## config.mk

```make
export PLATFORM = sky130hd
export DESIGN_NAME = pipeline_stall_ctrl
export DESIGN_NICKNAME = d
export VERILOG_FILES = /design/src/rtl/pipeline_stall_ctrl.sv
export SDC_FILE = /design/constraint.sdc
export NUM_CORES = 1
export LEC_CHECK = 0
export ABC_CLOCK_PERIOD_IN_PS = 5250
export BUFFER_PORTS_ARGS = -buffer_cell sky130_fd_sc_hd__buf_4
export CORE_MARGIN = 1.5
export CORE_UTILIZATION = 29
export CTS_BUF_LIST = sky130_fd_sc_hd__clkbuf_16
export CTS_CLUSTER_SIZE = 10
export DETAILED_ROUTE_END_ITERATION = 7
export HOLD_SLACK_MARGIN = 0.08
export PLACE_DENSITY_LB_ADDON = 0.1
export SLEW_MARGIN = 20
export SYNTH_ARGS = -nofsm -noshare
export SYNTH_HDL_FRONTEND = slang
export SYNTH_SLANG_ARGS = --single-unit
```

## constraint.sdc

```tcl
create_clock -name clk -period 5.25 [get_ports clk]
set_clock_uncertainty 0.15 [all_clocks]
set_input_delay 1.05 -clock clk [delete_from_list [all_inputs] [get_ports clk]]
set_output_delay 1.05 -clock clk [all_outputs]
set_load 0.01 [all_outputs]
```

## src/rtl/pipeline_stall_ctrl.sv

```systemverilog
// pipeline_stall_ctrl: IF/ID hazard control (stall, squash, bubble) with stall/flush statistics
module pipeline_stall_ctrl (
    input  logic        clk,
    input  logic        rst_n,
    input  logic        stall,
    input  logic        idflush,
    input  logic        forward,
    input  logic        branch_taken,
    input  logic        jump,
    input  logic [31:0] if_instr,
    input  logic [31:0] if_pc4,
    output logic        pc_write,
    output logic        pc_sel_target,
    output logic [31:0] id_instr,
    output logic [31:0] id_pc4,
    output logic        idex_bubble,
    output logic        branch_fwd_sel,
    output logic [15:0] stall_cycles,
    output logic [15:0] flush_events,
    output logic        stall_timeout
);
    typedef enum logic [1:0] {RUN, STALL, FLUSH} state_t;

    state_t      state_q, state_d;
    logic [31:0] id_instr_q, id_instr_d, id_pc4_q, id_pc4_d;
    logic [4:0]  run_len_q, run_len_d;
    logic [15:0] stall_cycles_q, stall_cycles_d, flush_events_q, flush_events_d;
    logic        stall_timeout_q, stall_timeout_d;
    logic        taken;

    // a stall masks the branch/jump because the branch operands are not yet valid
    assign taken          = ~stall & (branch_taken | jump);
    assign pc_write       = ~stall;
    assign pc_sel_target  = taken;
    assign idex_bubble    = stall | idflush;
    assign branch_fwd_sel = forward & ~stall;
    assign id_instr       = id_instr_q;
    assign id_pc4         = id_pc4_q;
    assign stall_cycles   = stall_cycles_q;
    assign flush_events   = flush_events_q;
    assign stall_timeout  = stall_timeout_q;

    // next state: every state leaves on the same stall/taken priority
    always_comb begin
        state_d         = stall ? STALL : (taken ? FLUSH : RUN);
        id_instr_d      = stall ? id_instr_q : (taken ? 32'h0 : if_instr);
        id_pc4_d        = stall ? id_pc4_q : (taken ? 32'h0 : if_pc4);
        run_len_d       = stall ? ((run_len_q == 5'd31) ? run_len_q : run_len_q + 5'd1) : 5'd0;
        stall_timeout_d = stall_timeout_q | (stall & (run_len_q == 5'd15));
        stall_cycles_d  = (stall & ~&stall_cycles_q) ? stall_cycles_q + 16'd1 : stall_cycles_q;
        flush_events_d  = (taken & ~&flush_events_q) ? flush_events_q + 16'd1 : flush_events_q;
    end

    // state registers, cleared immediately by reset
    always_ff @(posedge clk or negedge rst_n) begin
        if (!rst_n) begin
            state_q         <= RUN;
            id_instr_q      <= 32'h0;
            id_pc4_q        <= 32'h0;
            run_len_q       <= 5'd0;
            stall_timeout_q <= 1'b0;
            stall_cycles_q  <= 16'h0;
            flush_events_q  <= 16'h0;
        end else begin
            state_q         <= state_d;
            id_instr_q      <= id_instr_d;
            id_pc4_q        <= id_pc4_d;
            run_len_q       <= run_len_d;
            stall_timeout_q <= stall_timeout_d;
            stall_cycles_q  <= stall_cycles_d;
            flush_events_q  <= flush_events_d;
        end
    end
endmodule

```

; After elaboration in Yosys (flattened, before gate mapping)
; Cells that the tools add are included.
[totals]
register_bits = 102
in_bits = 71
out_inout_bits = 101
word_cells = 29
[op_classes]
n_addsub = 3
n_eq_ne = 3
n_mux = 4
bitwise = 9
n_reduce_logical = 4
[ops]
columns = cell, n
row1 = $mux 32, 2
row2 = $add 16x1->16 const B, 2
row3 = $reduce_and 16->1, 2
row4 = $mux 5, 2
row5 = $add 5x1->5 const B, 1
row6 = $and 1x1->1, 5
row7 = $eq 5x4->1 const B, 1
row8 = $eq 5x5->1 const B, 1
row9 = $or 1x1->1, 3
row10 = $logic_not 1->1, 2
row11 = $ne 2x2->1 const B, 1
row12 = $not 1->1, 1

; Depth between registers and ports, before layout
[logic_depth]
word_depth = 3
mapped_depth = 6
ltp_nobuf = 6

; Worst setup path before layout
; OpenSTA, ideal clock, no wires.
[synth_timing]
kind = in2out
start = input stall
end = output idex_bubble
arrival_time_ps = 1774
t_required_ps = 4050
slack_ps = 2276
stages = 3
n_path_buf = 2
path_cell_list = clkbuf_1 -> clkbuf_1 -> or2_2
[synth_via]
elab_chain_len = 1
[synth_lines]
columns = item, line_no
row1 = start: declaration, 5  ; input logic stall,
row2 = $or 1x1->1, 35  ; assign idex_bubble = stall | idflush;
row3 = end: declaration, 16  ; output logic idex_bubble,
; No other way between the ends.

; Worst setup path after layout
[layout_timing]
start = input stall
end = output pc_sel_target
[layout_via]
elab_chain_len = 2
[layout_lines]
columns = item, line_no
row1 = $not 1->1, 32  ; assign taken = ~stall & (branch_taken | jump);
row2 = $and 1x1->1, 32
row3 = end: declaration, 13  ; output logic pc_sel_target,
; No other way between the ends.

==> results.toml <==
[yosys]
syn_area_um2 = 4080
synth.distinct_cells = 39
synthFlopType = "dfrtp_1"
async_flop_share_pct = 100
synth_edf_count = 0
synth_common_cells = "102 x dfrtp_1, 64 x a22o_1, 17 x xnor2_1, 14 x clkbuf_1"
ys_ff_latch = 102
synth_most_common_cell = "dfrtp_1"
ys.warnings.count = 0
syn_nets = 384
netlist.area_leader.share_pct = 62.6
syn_avg_cell_area_um2 = 13.2
seq_area_frac_synth_pct = 62.6
synth_top_area_cell = "dfrtp_1"
syn_inst = 308
synth_area_leaders = "dfrtp_1 63%, a22o_1 14%, xnor2_1 3.7%"

[sta]
final_max_slew_viol_count = 0
timing.final.crit_period_ns = 3.51
finalCritPeriodShare_pct = 66.9
finalHoldViolations = 0
setup-tns-final_ns = 0
rsz0062_at_grt = "no"
setup_violations = 0
fmax_ghz = 0.285
tightestPinTransition_ns = 0.882
slew_headroom_pct = 41.2

[placed_design]
port_buffers = 171
dp_hpwl_um = 6900
place_area_um2 = 5560
gp_congestion = 0.722

[route]
drc_errors = 0
drt_iter0_drc = 124
route.vias.total = 3157
ant_nets = 0
wirelength_um = 10200
vias_per_cell = 4.76
wire_per_inst_um = 15.3
drt_pass1_iterations = 5

[power_and_ir_drop]
p_total_uw = 1960
p_per_area_nw_per_um2 = 337
leakage_uw = 0.00294
irDropWorstVdd_v = 0.000190

[setup_path]
cpPeakStageDelay_ns = 0.59
path_max_fanout = 77
critPathMostFrequentCell = "buf_4"
ff2ff_path_depth = 5
cp_slowest_cell = "buf_4"
crit_required_ns = 4.05
endpoint_kind = "output port"
path_cells = "buf_4, o21bai_2, inv_1, buf_4"
crit_path_start_kind = "primary input"
worstSetupPathType = "primary input to output port"
arrival_ns = 2.31
reg2reg_slack_ns = 3.16

[die]
die_y_um = 122
initial_core_util_pct = 29.5
ioPinCount = 172
core_area_um2 = 13800
die_w_um = 122
die_area_um2 = 14800
rows = 43

[cts]
cts_buffer_depth = 2
clk_root_buffer_cell = "clkbuf_16"
clkTransAtPathRegs_ns = 0.07
cts_buffers = 9
hold_buffers = 0
cts.sinks = 102
cts_tree = "yes"
cts_max_level = 3
cts_setup_buffers = 0
clkLatencyLatePin_ns = 0.34
ctsResizeCount = 0

[global_routing]
globalRouteOverflowTotal = 0
track_usage_pct = 14.3
grt_max_degree = 78
grt_pass1_wl_um = 16500
grt_pass1_vias = 3246
antenna_found_initial = 0

[cells_and_area]
synthToLayoutAreaGrowth_pct = 42.6
layout-drive-gt1-share_pct = 40.0
final_nets = 554
fin_area_um2 = 5810
num_antenna_cells = 0

[status]
status = "finished, final reports clean"

[min_path]
hold_path_depth = 1
hp-class = "flip-flop to flip-flop"

[run]
max_cap_violations = 0
==> stage by stage <==
stage	std cells	util (%)	hold slack, ns	setup slack [ns]
2_1_floorplan	308	-	0.343	2.28
4_1_cts	663	42.1	0.325	1.74
3_5_place_dp	647	40.2	0.309	1.74
6_report	663	42.1	0.318	1.74
5_1_grt	663	42.1	0.350	1.61
3_3_place_gp	647	40.2	0.304	1.73
==> layout by cell type, fill, tap and decap left out, types with 7 or more instances in the layout <==
cell	synthesis	final
xor2_1	12	12
buf_4	0	173
xnor2_1	17	17
nand3_1	10	10
nand2_1	8	8
clkbuf_16	0	9
nor3_1	7	7
a22o_1	64	64
nor2_1	11	11
nand4_1	12	12
dfrtp_1	102	102
==> layer usage <==
metal	global-route usage [%]	up-vias	wire length, um
li1	-	1489	-
met1	18.1	1546	4380
met2	21.3	112	4640
met3	7.02	10	980
met4	5.29	0	164
met5	0	-	0
==> report_power, final <==
group / internal [uW] / total [uW] / switching, uW
Combinational: 212 / 383 / 170
Clock: 313 / 602 / 288
Sequential: 871 / 974 / 103
==> critical path: cells and delay by family <==
family          cells  cell delay [ns]
compound gates      1             0.35
buf+inv             3             0.81
==> kinds of logic after synthesis <==
group           count (synthesis)  share of synthesized area [%]
fa+ha+maj                       5                           1.53
mux                             3                          0.798
buf+inv                        17                           1.56
flops                         102                           62.6
xor+xnor                       29                           6.23
simple gates                   78                           11.8
compound gates                 74                           15.5
==> flip-flops by register name (all words and copies together) (netlist names) <==
signal	flops
id_instr	32
id_pc4	32
flush_events	16
stall_cycles	16
run_len_q	5
stall_timeout	1
==> path summary, 6_finish.rpt <==
check / start / endpoint
max reg2reg: flush_events[0]$_DFFE_PN0P_ / flush_events[1]$_DFFE_PN0P_
min reg2reg: stall_timeout$_DFF_PN0_ / stall_timeout$_DFF_PN0_
min: stall_timeout$_DFF_PN0_ / stall_timeout$_DFF_PN0_
max in group asynchronous: rst_n / id_pc4[1]$_DFFE_PN0N_
max: stall / pc_sel_target
min in group asynchronous: rst_n / stall_timeout$_DFF_PN0_
==> cell type report <==
type                    count  area [um^2]
multi-input cells         189         1470
flip-flops and latches    102         2550
clock inverters             7         33.8
inverters                   3         11.3
fillers                  1338         8010
clock buffers               9          225
well taps                 180          225
repair buffers            173         1300
(Power assumes the default switching activity.)
